===== src/rtl/JZJCoreFTypes.sv =====
// Shared core types: write-enable encoding, byte-enable mask and MMIO limits.
// byte_mask expands a 4-bit byte enable into a 32-bit bit mask.
package JZJCoreFTypes;

   typedef enum logic {
      WRITE_DISABLE = 1'b0,
      WRITE_ENABLE  = 1'b1
   } WriteEnable_t;

   typedef logic [3:0] ByteEnable_t;

   localparam int unsigned MMIO_MAX_PORTS = 32;

   function automatic logic [31:0] byte_mask(input ByteEnable_t be);
      logic [31:0] m;
      m = '0;
      for (int unsigned b = 0; b < 4; b++) begin
         m[8*b +: 8] = {8{be[b]}};
      end
      return m;
   endfunction

endpackage


===== src/rtl/mmio_input_sync.sv =====
// One MMIO input port: synchronizer chain, previous-value register and sticky
// per-bit change flags with write-1-to-clear.
module mmio_input_sync #(
   parameter int unsigned SYNC_STAGES = 2
) (
   input  logic        clock,
   input  logic        reset,
   input  logic [31:0] pin_i,
   input  logic [31:0] clear_i,
   output logic [31:0] value_o,
   output logic [31:0] flags_o
);

   logic [SYNC_STAGES-1:0][31:0] sync_q;
   logic [31:0]                  prev_q;
   logic [31:0]                  flags_q;
   logic [31:0]                  flags_d;

   // Set term is OR-ed after the clear so a same-cycle set always wins.
   always_comb begin
      flags_d = (flags_q & ~clear_i) | (sync_q[SYNC_STAGES-1] ^ prev_q);
   end

   always_ff @(posedge clock or posedge reset) begin
      if (reset) begin
         sync_q  <= '0;
         prev_q  <= '0;
         flags_q <= '0;
      end else begin
         sync_q[0] <= pin_i;
         for (int unsigned s = 1; s < SYNC_STAGES; s++) begin
            sync_q[s] <= sync_q[s-1];
         end
         prev_q  <= sync_q[SYNC_STAGES-1];
         flags_q <= flags_d;
      end
   end

   assign value_o = sync_q[SYNC_STAGES-1];
   assign flags_o = flags_q;

endmodule


===== src/rtl/mmio_port_bank.sv =====
// Bank of memory-mapped 32-bit ports: bank 0 reads synchronized inputs and
// writes registered outputs; bank 1 reads/clears the sticky change flags.
module mmio_port_bank
   import JZJCoreFTypes::*;
#(
   parameter int unsigned RAM_A_WIDTH = 12,
   parameter int unsigned NUM_PORTS   = 8,
   parameter int unsigned SYNC_STAGES = 2
) (
   input  logic                           clock,
   input  logic                           reset,
   input  logic [RAM_A_WIDTH:0]           backendAddress,
   input  logic [31:0]                    rs2,
   input  WriteEnable_t                   mmioWriteEnable,
   input  ByteEnable_t                    byteEnable,
   output logic [31:0]                    mmioDataOut,
   input  logic [NUM_PORTS-1:0][31:0]     mmioInputs,
   output logic [NUM_PORTS-1:0][31:0]     mmioOutputs,
   output logic [NUM_PORTS-1:0]           outputStrobe,
   output logic                           irq
);

   localparam int unsigned P = $clog2(NUM_PORTS);

   logic [P-1:0]                  port_idx;
   logic                          bank;
   logic [31:0]                   wmask;
   logic                          bank0_wr;
   logic                          bank1_wr;
   logic [NUM_PORTS-1:0][31:0]    sync_val;
   logic [NUM_PORTS-1:0][31:0]    flags;
   logic [NUM_PORTS-1:0][31:0]    outputs_q;
   logic [NUM_PORTS-1:0][31:0]    outputs_d;
   logic [NUM_PORTS-1:0]          strobe_q;
   logic [NUM_PORTS-1:0]          strobe_d;
   logic                          irq_q;
   logic                          unused_addr_hi;

   assign port_idx       = backendAddress[P-1:0];
   assign bank           = backendAddress[P];
   assign unused_addr_hi = ^backendAddress[RAM_A_WIDTH:P+1];
   assign wmask          = byte_mask(byteEnable);
   assign bank0_wr       = (mmioWriteEnable == WRITE_ENABLE) && !bank && (byteEnable != '0);
   assign bank1_wr       = (mmioWriteEnable == WRITE_ENABLE) && bank;

   for (genvar g = 0; g < NUM_PORTS; g++) begin : g_port
      logic [31:0] clear;
      assign clear = (bank1_wr && (port_idx == P'(g))) ? (rs2 & wmask) : '0;

      mmio_input_sync #(
         .SYNC_STAGES(SYNC_STAGES)
      ) u_sync (
         .clock   (clock),
         .reset   (reset),
         .pin_i   (mmioInputs[g]),
         .clear_i (clear),
         .value_o (sync_val[g]),
         .flags_o (flags[g])
      );
   end

   always_comb begin
      outputs_d = outputs_q;
      strobe_d  = '0;
      if (bank0_wr) begin
         outputs_d[port_idx] = (outputs_q[port_idx] & ~wmask) | (rs2 & wmask);
         strobe_d[port_idx]  = 1'b1;
      end
   end

   always_ff @(posedge clock or posedge reset) begin
      if (reset) begin
         outputs_q <= '0;
         strobe_q  <= '0;
         irq_q     <= 1'b0;
      end else begin
         outputs_q <= outputs_d;
         strobe_q  <= strobe_d;
         irq_q     <= |flags;
      end
   end

   assign mmioDataOut  = bank ? flags[port_idx] : sync_val[port_idx];
   assign mmioOutputs  = outputs_q;
   assign outputStrobe = strobe_q;
   assign irq          = irq_q;

endmodule


===== config.mk =====
export PLATFORM = sky130hd
export DESIGN_NAME = mmio_port_bank
export DESIGN_NICKNAME = d
export VERILOG_FILES = /design/src/rtl/JZJCoreFTypes.sv /design/src/rtl/mmio_input_sync.sv /design/src/rtl/mmio_port_bank.sv
export SDC_FILE = /design/constraint.sdc
export NUM_CORES = 2
export LEC_CHECK = 0
export BUFFER_PORTS_ARGS = -buffer_cell sky130_fd_sc_hd__buf_2
export CAP_MARGIN = 25
export CORE_MARGIN = 2
export CORE_UTILIZATION = 62
export CTS_CLUSTER_SIZE = 8
export DETAILED_ROUTE_END_ITERATION = 10
export PLACE_DENSITY = 0.85
export SYNTH_ARGS = -nofsm -noshare
export SYNTH_HDL_FRONTEND = slang
export SYNTH_SLANG_ARGS = --single-unit

===== constraint.sdc =====
create_clock -name clock -period 68.1 [get_ports clock]
set_input_delay 3.405 -clock clock [delete_from_list [all_inputs] [get_ports clock]]
set_output_delay 3.405 -clock clock [all_outputs]
set_load 0.01 [all_outputs]

==> impl_results.rst <==
.. list-table::
   :header-rows: 1

   * - Metric
     - Value
   * - Status
     - finished clean
   * - Number of slew-limit violations in the final report
     - 0
   * - CTS tree
     - built
   * - Full die area
     - 78700 sq um
   * - Share of the synthesized area in the top cell type
     - between 60% and 70%
   * - Hold-critical path depth
     - 0
   * - Highest cell delay on the worst timing path
     - 0.83 ns
   * - Layout cells sized above 1
     - about a third
   * - WP depth
     - 9
   * - Final critical path time including I/O delays and setup
     - 11.95 ns
   * - Layout net count
     - 4232
   * - Number of H-tree levels
     - 4
   * - Proportion of register bits with asynchronous set or reset after synthesis
     - 100.0%
   * - Count of endpoints failing hold in the final timing report
     - 0
   * - CTS Sinks
     - between 1k and 1.5k
   * - Max Freq
     - 83.70 MHz
   * - Type of origin of the critical path
     - input port
   * - Buffers & Inverters on Critical Path
     - 5
   * - First drt pass iteration count
     - 9
   * - Setup Crit Path Kind
     - in -> out
   * - Leading cell types by count after synthesis
     - sky130_fd_sc_hd__dfrtp_1 (1289), sky130_fd_sc_hd__nand2_1 (350), sky130_fd_sc_hd__o21ai_0 (270)
   * - Site row count
     - roughly 100
   * - DR vias/cell
     - 6.795
   * - Final setup TNS
     - 0 ns
   * - Via count of the first global-routing pass
     - 35.40k
   * - First-pass GRT wire length
     - 236.1 mm
   * - Required time at the endpoint of the critical path
     - 64.69 ns
   * - Worst-path clk slew
     - 0.05 ns
   * - Post-synth EDFFs
     - 0
   * - Post-synthesis net count
     - 3551
   * - Antenna violations before repair
     - 33
   * - Dominant synthesized flop cell
     - sky130_fd_sc_hd__dfrtp_1
   * - I/O pin cnt
     - 605
   * - Cell with the most instances after synthesis
     - sky130_fd_sc_hd__dfrtp_1
   * - Routed wire per std cell
     - 32.96 um
   * - Path class of the lowest-slack min-delay path
     - reg -> reg
   * - Family with the most delay on the worst path
     - buffers and inverters
   * - Hold_buf cts
     - 0
   * - Half-perimeter wire length of the detailed placement result
     - between 90 and 100 mm
   * - Largest net degree at the start of global routing
     - 200
   * - Cell types occupying the most area after synthesis
     - sky130_fd_sc_hd__dfrtp_1 (68%), sky130_fd_sc_hd__mux2_2 (5.5%), sky130_fd_sc_hd__xnor2_1 (4.7%)
   * - Initial cell density of the core
     - 62.53%
   * - Remaining global-route overflow
     - 0
   * - Core Box Area
     - 75820 sq um
   * - # DRC
     - 0
   * - Fin Clk Skew
     - 0.04543 ns
   * - Detailed-route wire length
     - 163.0 mm
   * - Combined global-route utilization of all metal layers
     - between 40% and 50%
   * - Distinct cell type count after synthesis
     - between 60 and 70
   * - Final period util
     - 17.54%
   * - Area growth syn-to-layout
     - 18.57%
   * - Crit path DAT
     - 8.54 ns
   * - Clock root buffer
     - sky130_fd_sc_hd__clkbuf_16
   * - Power per cell area
     - 35.34 nW/um^2
   * - Maximum VDD drop
     - around 0.033 mV
   * - Clock latency on the worst-skew pair
     - 0.76 ns
   * - Total of warnings raised by yosys
     - 0
   * - Count of buffers added by post-CTS timing repair for setup
     - 0
   * - Setup repair after global routing missed its margin
     - false
   * - Dominant cell type by area after synthesis
     - sky130_fd_sc_hd__dfrtp_1
   * - Leak
     - 24.05 nW
   * - Vias
     - 33.60k
   * - Crit path top cell by count
     - sky130_fd_sc_hd__buf_4
   * - Count of instances resized after the clock tree is built
     - 0
   * - Crit path capture type
     - output pin
   * - Slew Limit Headroom
     - around 17%
   * - Largest fanout on the critical path
     - 58
   * - Total power
     - 1.987 mW
   * - Mean cell area of the mapped netlist
     - roughly 15 sq um
   * - Critical Path, Cell by Cell
     - buf_6 > buf_4 > buf_4 > nor3b_4 > buf_4 > a22oi_1 > and4_1 > a22oi_1 > buf_2
   * - Die span in x
     - 280.5 um
   * - Residual antenna-violating net count after detailed routing
     - 0
   * - Number of buffers inserted during clock tree synthesis
     - ~180
   * - Gp weighted congestion
     - 0.9323
   * - Sequential area share after synthesis
     - 68.03%
   * - Die height
     - roughly 280 um
   * - Worst-path cell with the longest stage delay
     - sky130_fd_sc_hd__buf_4
   * - Synthesized netlist cell count
     - between 3k and 4k
   * - Register-to-Register Path Depth
     - 4
   * - Actual slew at the worst max-slew pin
     - between 1 and 1.5 ns
   * - Area of the mapped netlist
     - 47410 sq um
   * - Number of maximum-capacitance violations
     - 0
   * - Register bit total from synthesis
     - roughly 1.3k
   * - Initial drt markers
     - 4706
   * - Final worst hold slack
     - 0.3146 ns
   * - # port buffers
     - just under 600
   * - Finish-stage setup viols
     - 0
   * - Max Buffers Root-to-Sink
     - 3
==> metrics by stage <==
| stage | std cells | util [%] | worst slack (ns) | area, sq um |
|---|---|---|---|---|
| after CTS | 4907 | 73.79 | 56.96 | 55950 |
| after global placement | 4709 | 67.35 | 57.09 | 51070 |
| after floorplan | 3243 | - | 28.37 | 47410 |
| after detailed placement | 4711 | 67.39 | 56.97 | 51100 |
| final | 4944 | 74.14 | 56.15 | 56220 |
| after global routing | 4938 | 74.12 | 56.27 | 56200 |
==> cells by family after synthesis <==
kind of cell | share of synthesized area, %
buf+inv | 2.035
flops | 68.03
xor+xnor | 4.729
simple gates | 5.571
mux | 12.60
compound gates | 7.033
==> layer usage <==
metal	track usage, %	vias up	wire length [um]
li1	-	12760	-
met1	52.32	16810	55920
met2	60.48	2966	72400
met3	18.06	1048	21250
met4	27.83	11	13220
met5	0.6254	-	172
==> worst register-to-register path, cell delays in order (launching register included) <==
cell and delay, ns:
sky130_fd_sc_hd__dfrtp_1 0.42, sky130_fd_sc_hd__nor4_1 0.98, sky130_fd_sc_hd__nand4_1 0.31, sky130_fd_sc_hd__nor4_1 0.43, sky130_fd_sc_hd__nand4_1 0.37
==> power by group <==
part           leakage [nW]  switching (mW)  total [mW]  internal, mW
registers              14.5          0.0651       0.907         0.842
logic                  7.20           0.153       0.283         0.129
clock network          2.36           0.327       0.797         0.470
==> registers in the layout, indices dropped and copies added, names as in the netlist <==
signal,count
g_port.u_sync.prev_q,256
irq,1
g_port.u_sync.flags_o,256
mmioOutputs,256
outputStrobe,8
g_port.u_sync.value_o,256
g_port.u_sync.sync_q,256
==> placed cells by master, fill, tap and decap left out, drive strengths merged, types with 12 or more instances in the layout <==
cell	netlist	layout
dfrtp	1289	1289
buf	88	646
nand2	350	350
mux2	284	284
o21ai	276	276
xnor2	256	256
clkbuf	58	182
mux4	80	80
mux2i	78	78
a22oi	77	77
nor4	70	70
a21oi	63	63
nor2	60	60
diode	0	27
nand4	25	25
a221oi	24	24
a22o	21	21
nand3	19	19
o2bb2ai	16	16
inv	7	12
==> cell type report <==
type                            instances  area (sq um)
Sequential cell                      1289         32260
Fill cell                            4485         19610
Multi-Input combinational cell       1800         14240
Clock buffer                          182          4543
Timing Repair Buffer                  646          3538
Tap cell                              978          1224
Clock inverter                         14         311.5
Antenna cell                           27         67.56
Inverter                                8         37.54
==> path summary, 6_finish.rpt <==
path	start	to	slack [ns]
max	backendAddress[1]	mmioDataOut[22]	56.15
min	g_port[1].u_sync.sync_q[8]	g_port[1].u_sync.value_o[8]	0.31
max reg2reg	g_port[7].u_sync.flags_o[25]	irq	65.32
min reg2reg	g_port[1].u_sync.sync_q[8]	g_port[1].u_sync.value_o[8]	0.31
max in group asynchronous	reset	g_port[3].u_sync.prev_q[30]	61.74
min in group asynchronous	reset	g_port[2].u_sync.sync_q[15]	2.79
No activity file was read; power rests on OpenSTA's default activity.
